===== config.mk =====
export PLATFORM = sky130hd
export DESIGN_NAME = input_conditioner_flat
export DESIGN_NICKNAME = d
export VERILOG_FILES = /design/src/rtl/input_conditioner_pkg.sv /design/src/rtl/input_conditioner_if.sv /design/src/rtl/input_conditioner_debounce_channel.sv /design/src/rtl/input_conditioner.sv /design/src/flat_wrapper.sv
export SDC_FILE = /design/constraint.sdc
export NUM_CORES = 1
export LEC_CHECK = 0
export BUFFER_PORTS_ARGS = -buffer_cell sky130_fd_sc_hd__buf_2
export CAP_MARGIN = 20
export CORE_ASPECT_RATIO = 1.1
export CORE_MARGIN = 2
export CORE_UTILIZATION = 50
export CTS_CLUSTER_DIAMETER = 50
export DETAILED_ROUTE_END_ITERATION = 8
export PLACE_DENSITY_LB_ADDON = 0.12
export SLEW_MARGIN = 20
export SYNTH_ARGS = -nofsm -noshare
export SYNTH_HDL_FRONTEND = slang
export SYNTH_SLANG_ARGS = --single-unit

===== constraint.sdc =====
create_clock -name clk -period 8.4 [get_ports clk]
set_clock_uncertainty 0.05 [all_clocks]
set_input_delay 0.42 -clock clk [delete_from_list [all_inputs] [get_ports clk]]
set_output_delay 0.42 -clock clk [all_outputs]
set_load 0.02 [all_outputs]

===== src/rtl/input_conditioner_pkg.sv =====
// Shared constants and types for the board-input conditioner.
// DE0 build defaults plus a short debounce count for simulation benches.
package input_conditioner_pkg;

  localparam int BITS_DE0            = 10;
  localparam int DEBOUNCE_CYCLES_DE0 = 250000;
  localparam int SIM_DEBOUNCE_CYCLES = 4;

  typedef struct packed {
    logic level;
    logic rise;
    logic fall;
  } chan_out_t;

  function automatic int cnt_width(input int cycles);
    return $clog2(cycles + 1);
  endfunction

endpackage


===== src/rtl/input_conditioner_if.sv =====
// Raw board inputs and conditioned outputs of the input conditioner.
// The slave side is the conditioner itself; the master side is its environment.
interface input_conditioner_if #(parameter int BITS = 10);

  logic [BITS-1:0] raw_in;
  logic [BITS-1:0] level_out;
  logic [BITS-1:0] rise_out;
  logic [BITS-1:0] fall_out;
  logic            changed_out;

  modport master (
    output raw_in,
    input  level_out, rise_out, fall_out, changed_out
  );

  modport slave (
    input  raw_in,
    output level_out, rise_out, fall_out, changed_out
  );

endinterface


===== src/rtl/input_conditioner_debounce_channel.sv =====
// One debounced channel: accepts a synchronized value only after it has
// differed from the stable level for DEBOUNCE_CYCLES consecutive edges.
module debounce_channel
  import input_conditioner_pkg::*;
#(
  parameter int DEBOUNCE_CYCLES = DEBOUNCE_CYCLES_DE0
) (
  input  logic      clk,
  input  logic      clr,
  input  logic      sync_in,
  output chan_out_t chan
);

  localparam int             CW   = cnt_width(DEBOUNCE_CYCLES);
  localparam logic [CW-1:0]  LAST = CW'(DEBOUNCE_CYCLES - 1);

  logic [CW-1:0] count;

  // Any return to the stable value discards the partial count.
  always_ff @(posedge clk or posedge clr) begin
    if (clr) begin
      count <= '0;
      chan  <= '0;
    end else if (sync_in == chan.level) begin
      count     <= '0;
      chan.rise <= 1'b0;
      chan.fall <= 1'b0;
    end else if (count == LAST) begin
      count      <= '0;
      chan.level <= sync_in;
      chan.rise  <= sync_in;
      chan.fall  <= ~sync_in;
    end else begin
      count     <= count + CW'(1);
      chan.rise <= 1'b0;
      chan.fall <= 1'b0;
    end
  end

endmodule


===== src/rtl/input_conditioner.sv =====
// Two-flop synchronizer for asynchronous board inputs followed by one
// independent debounce channel per bit, with level and edge-pulse outputs.
module input_conditioner
  import input_conditioner_pkg::*;
#(
  parameter int BITS            = BITS_DE0,
  parameter int DEBOUNCE_CYCLES = DEBOUNCE_CYCLES_DE0
) (
  input logic                clk,
  input logic                clr,
  input_conditioner_if.slave bus
);

  logic [BITS-1:0] sync1;
  logic [BITS-1:0] sync2;
  chan_out_t       chan [BITS];

  // Plain register pair: nothing may sit between the two synchronizer stages.
  always_ff @(posedge clk or posedge clr) begin
    if (clr) begin
      sync1 <= '0;
      sync2 <= '0;
    end else begin
      sync1 <= bus.raw_in;
      sync2 <= sync1;
    end
  end

  for (genvar i = 0; i < BITS; i++) begin : g_chan
    debounce_channel #(
      .DEBOUNCE_CYCLES(DEBOUNCE_CYCLES)
    ) u_chan (
      .clk     (clk),
      .clr     (clr),
      .sync_in (sync2[i]),
      .chan    (chan[i])
    );

    assign bus.level_out[i] = chan[i].level;
    assign bus.rise_out[i]  = chan[i].rise;
    assign bus.fall_out[i]  = chan[i].fall;
  end

  assign bus.changed_out = |(bus.rise_out | bus.fall_out);

endmodule

===== src/flat_wrapper.sv =====
// flat-port wrapper written by rule: the top's interface ports become plain ports
module input_conditioner_flat import input_conditioner_pkg::*;
#(
  parameter int BITS            = BITS_DE0,
  parameter int DEBOUNCE_CYCLES = DEBOUNCE_CYCLES_DE0
)
  (clk, clr, bus_raw_in, bus_level_out, bus_rise_out, bus_fall_out, bus_changed_out);
  input_conditioner_if #(.BITS(BITS)) bus_i ();
  input logic clk;
  input logic clr;
  input wire logic [$bits(bus_i.raw_in)-1:0] bus_raw_in;
  output wire logic [$bits(bus_i.level_out)-1:0] bus_level_out;
  output wire logic [$bits(bus_i.rise_out)-1:0] bus_rise_out;
  output wire logic [$bits(bus_i.fall_out)-1:0] bus_fall_out;
  output wire logic [$bits(bus_i.changed_out)-1:0] bus_changed_out;
  assign bus_i.raw_in = bus_raw_in;
  assign bus_level_out = bus_i.level_out;
  assign bus_rise_out = bus_i.rise_out;
  assign bus_fall_out = bus_i.fall_out;
  assign bus_changed_out = bus_i.changed_out;
  input_conditioner #(.BITS(BITS), .DEBOUNCE_CYCLES(DEBOUNCE_CYCLES)) u_core (.clk(clk), .clr(clr), .bus(bus_i));
endmodule

---- Word level (Yosys, flattened, before mapping) ----
Index checks and enable logic that the tools add are counted.
word-level totals
  register bits ........................... 230
  logic and storage cells ................. 144
operators by class
  add/sub/neg operators ................... 10
  reduce and logical (&&, ||, !) cells .... 11
  bitwise logic cells ..................... 21
  equal/unequal tests ..................... 20
  muxes and demuxes ....................... 40
operators with widths
  cell                                            count
  two-way mux 18 bit                              20
  adder 18 x 1 -> 18 bit (second input constant)  10
  == test 18 bit (second input constant)          10
  two-way mux 2 bit                               20
  inverter 1 bit                                  20
  AND reduction 2 bit                             10
  == test 1 bit                                   10
  OR 10 bit                                       1
  OR reduction 10 bit                             1

---- Longest topological paths before layout ----
  word-level depth ........................ 3
  depth in mapped cells ................... 6
  gate-level depth less buffers ........... 5

---- Cells and area by module ----
Synthesis repeated with hierarchy kept, for this count alone.
second synthesis, totals
  cells, all modules ...................... 1064
  area total of the unflattened synthesis .. 11265.8 µm²
by module, submodules not included
  module                                          sequential area each (µm²)  area each (µm²)  instances  cells each
  debounce_channel (u_core.g_chan[0].u_chan ...)  525.5                       1074.8           9          104
  debounce_channel (u_core.g_chan[4].u_chan)      525.5                       1046.0           1          100
  input_conditioner                               500.5                       546.8            1          28

---- Worst setup path after synthesis ----
No wires, ideal clock.
  path type ............................... register to register
  start point ............................. register u_core.g_chan[3].u_chan.count[4]
  end point ............................... register u_core.g_chan[3].u_chan.chan[2] (netlist name)
  arrival time ............................ 1.958 ns
  slack ................................... 6.267 ns
  cell stages (with the launch flop) ...... 5
  data required time ...................... 8.225 ns
  period minus slack after synthesis ...... 2.133 ns
  path through ............................ dfrtp_1 or4b_1 or4_4 or2_4 mux2_4
on the way
  longest elaborated chain between the ends .. 2
ends and longest elaborated chain
  what                           line                                      RTL
  from (decl)                    input_conditioner_debounce_channel.sv:17  logic [CW-1:0] count;
  from (signal assigned)         input_conditioner_debounce_channel.sv:34  count <= count + CW'(1);
  == test 18 bit                 input_conditioner_debounce_channel.sv:28  end else if (count == LAST) begin
  AND reduction 2 bit (no line)  -
No other way between the ends.
A chain may end at the register's enable or synchronous reset.

---- Worst setup path in the final report ----
  start point ............................. register u_core.g_chan[1].u_chan.chan[1] (netlist name)
  end point ............................... output port bus_changed_out
on the way
  longest elaborated chain between the ends .. 2
ends and longest elaborated chain
  what                 line                     RTL
  OR 10 bit            input_conditioner.sv:44  assign bus.changed_out = |(bus.rise_out | bus.fall_out);
  OR reduction 10 bit  input_conditioner.sv:44
  to (decl)            flat_wrapper.sv:15       output wire logic [$bits(bus_i.changed_out)-1:0] bus_changed_out;
No other way between the ends.

==> key figures <==
Placed design
  • IO Port Bufs: 42
  • # placed instances: 1300
  • Final GP Congestion: 0.823
  • DP HPWL: 13100 um
  • DP Area: 11100 um^2
  • Place WS: 5.89 ns

Power
  • Pwr Density: 208 nW/um^2
  • Peak supply drop: 278 uV
  • Leakage: between 0.005 and 0.006 uW

Drt
  • Detailed Routing Iterations Pass 1: 4
  • Drt drc: 0
  • DR top layer: met4
  • WL met3: 699 um
  • DRT Wirelength: about 20000 um
  • Drt wl/cell: 14.6 um
  • Vias: 7504
  • Antenna viol nets, final: 0
  • WL met2: 8910 um
  • Initial drt markers: around 460
  • Met1 wire length: 9740 um
  • Vias per cell: 5.51

Cells and area
  • Antenna diodes: 0
  • Final instance area: ~12000 um^2
  • NumNets Final: 1106
  • Fraction of layout cells with a size suffix above 1: between 10% and 20%
  • Area delta synth->final: 15.9%
  • Fin cells: 1361

Synth
  • Synthesized area per cell: 10.5 um^2
  • Post-synthesis net count: 1033
  • Commonest cells in the netlist: dfrtp_1, nor2_1, xnor2_1
  • Post-Syn Instances: 1011
  • Most instantiated library cell after synthesis: dfrtp_1
  • Number of flops mapped to enable cells by yosys: 0
  • Mapped cell area: 10600 um^2
  • Area contributors post-synth: dfrtp_1, xnor2_1, nor2_1, nor4_1, nand3_1
  • Cell variety after synth: 43
  • Yosys warning total: 0
  • Largest area contributor in the netlist: dfrtp_1
  • Top_reg_cell synth: dfrtp_1
  • FFs w/ async S/R, synth: 100%
  • Yosys reg bits: 230
  • Synth top area share: between 50% and 60%
  • Sequential fraction of the synthesis area: 54.4%

Setup path
  • Critical path, cell by cell: nor4_1, nand3_1, buf_2
  • CP Launch Point: u_core.g_chan[1].u_chan.chan[1]
  • CP delay by family, top: simple AND/OR/NAND/NOR gates
  • CP Launch Type: flip-flop
  • Buf+Inv Stages, Crit Path: 1
  • CP Max Fanout: 2
  • Kind of critical path: flip-flop to output port
  • Crit path capture type: output port
  • Critical path's largest stage delay: 0.87 ns
  • Critical path arrival: 2.17 ns
  • WP data required: 7.93 ns
  • Crit-path slowest cell: nor4_1
  • R2r startpoint: u_core.g_chan[1].u_chan.count[4]

Worst hold path
  • Hold Path Class: input port to async pin

Timing
  • Slew Limit Headroom: 33.2%
  • Final hold vios: 51
  • RSZ-0062 raised after global routing: false
  • Slew @ Worst Pin: 0.992 ns
  • WHS: -0.0404 ns
  • Setup TNS: 0 ns
  • Period utilisation layout: a little under a third
  • Worst setup margin: approximately 5.8 ns
  • Final setup fails: 0
  • Max Freq: 379 MHz
  • Fin. max-slew vios: 0
  • Min Tclk post-route: 2.64 ns

Status
  • Run status: finished with violations
  • Failing checks: negative hold slack

CTS
  • CTS sink cnt: 230
  • Post-CTS Setup Repair Bufs: 0
  • CTS Buf Count: 28
  • TritonCTS clock tree: done
  • Bufs on Longest Clock Path: 3
  • Clock Pin Slew Worst Setup and Hold Paths: 0.06 ns
  • Skew-Pair Late Insertion Delay: 0.53 ns
  • Root Buffer: clkbuf_16
  • # H-tree levels: 1

Global routing
  • Total global routing overflow: 0
  • Initial antenna violation count: 0
  • Vias in the first global route: 7409
  • Largest net degree at the start of global routing: 148
  • Tot GR Track Use: 18.7%
  • First-pass GRT wire length: 34900 um

Die
  • I/O pin total: 43
  • Die Footprint: between 20000 and 25000 um^2
  • Initial Util: 51.2%
  • Rows: between 50 and 60
  • Die span in x: 143 um
  • Die Ht: 157 um
  • CORE AREA: 20600 um^2

Run
  • Max Cap Violations: 0
[state kept, by name, indices dropped and copies added (netlist names)]
register                    count
u_core.sync1                   10
u_core.g_chan.u_chan.chan      30
u_core.sync2                   10
u_core.g_chan.u_chan.count    180
[cell type report]
type                            instances  area, um^2
Clock buffer                           32         767
Multi-Input combinational cell        738        4640
Clock inverter                         19         295
Fill cell                            1751        8390
Sequential cell                       230        5760
Timing Repair Buffer                   58         359
Inverter                               28         118
Tap cell                              256         320
[layout by cell type (no fill, tap or decap), types with 22 or more instances in the layout]
cell	instances
buf_2	42
clkbuf_16	29
dfrtp_1	230
inv_1	27
nand2_1	36
nand3_1	67
nand4_1	52
nor2_1	182
nor3_1	27
nor3b_1	22
nor4_1	57
xnor2_1	123
xor2_1	32
[kinds of logic after synthesis]
family / after synthesis / synth area share, %
flip-flops: 230 / 54.4
adder cells (fa/ha/maj): 10 / 1.18
buffers and inverters: 43 / 1.67
AND/OR/NAND/NOR: 523 / 25.8
multiplexers: 11 / 1.30
XOR/XNOR: 155 / 12.8
AO/OA/AOI/OAI: 39 / 2.75
[worst register-to-register path, cell delays in order, from the launching register on]
cell	delay, ns
dfrtp_1	0.42
or4b_1	0.55
or4_4	0.53
o21ai_2	0.59
nor2_1	0.13
[worst paths after layout]
check	endpoint	slack, ns	cells past startpoint
min reg2reg	u_core.sync2[4]	0.30	0
max in group asynchronous	u_core.g_chan[0].u_chan.count[11]	7.09	3
min	u_core.g_chan[8].u_chan.chan[1]	-0.04	2
max reg2reg	u_core.g_chan[1].u_chan.count[5]	5.99	4
min in group clk	u_core.sync2[4]	0.30	0
max	bus_changed_out	5.76	3
[per-stage QoR]
| step | total power, uW | util [%] |
|---|---|---|
| after floorplan | 1200 | - |
| after global placement | 1220 | 53.7 |
| after detailed placement | 1230 | 53.7 |
| after CTS | 2590 | 59.3 |
| after global routing | 2650 | 59.4 |
| final | 2550 | 59.4 |
[power breakdown]
| group | leakage, uW | switching, uW | internal [uW] |
|---|---|---|---|
| logic | 0.00134 | 43.9 | 21.2 |
| registers | 0.00314 | 16.2 | 1120 |
| clock network | 0.000518 | 474 | 873 |
[layer usage]
metal | vias up | track usage (%)
li1 | 3724 | -
met1 | 3622 | 26.6
met2 | 114 | 29.8
met3 | 44 | 2.82
met4 | 0 | 5.56
met5 | - | 0
[repair_timing]
action                     in CTS  in global routing
hold endpoints to repair       10                  0
hold buffers                   10                  0
setup endpoints to repair       0                  0
gates resized for setup         0                  0
No activity file was read; power rests on OpenSTA's default activity.
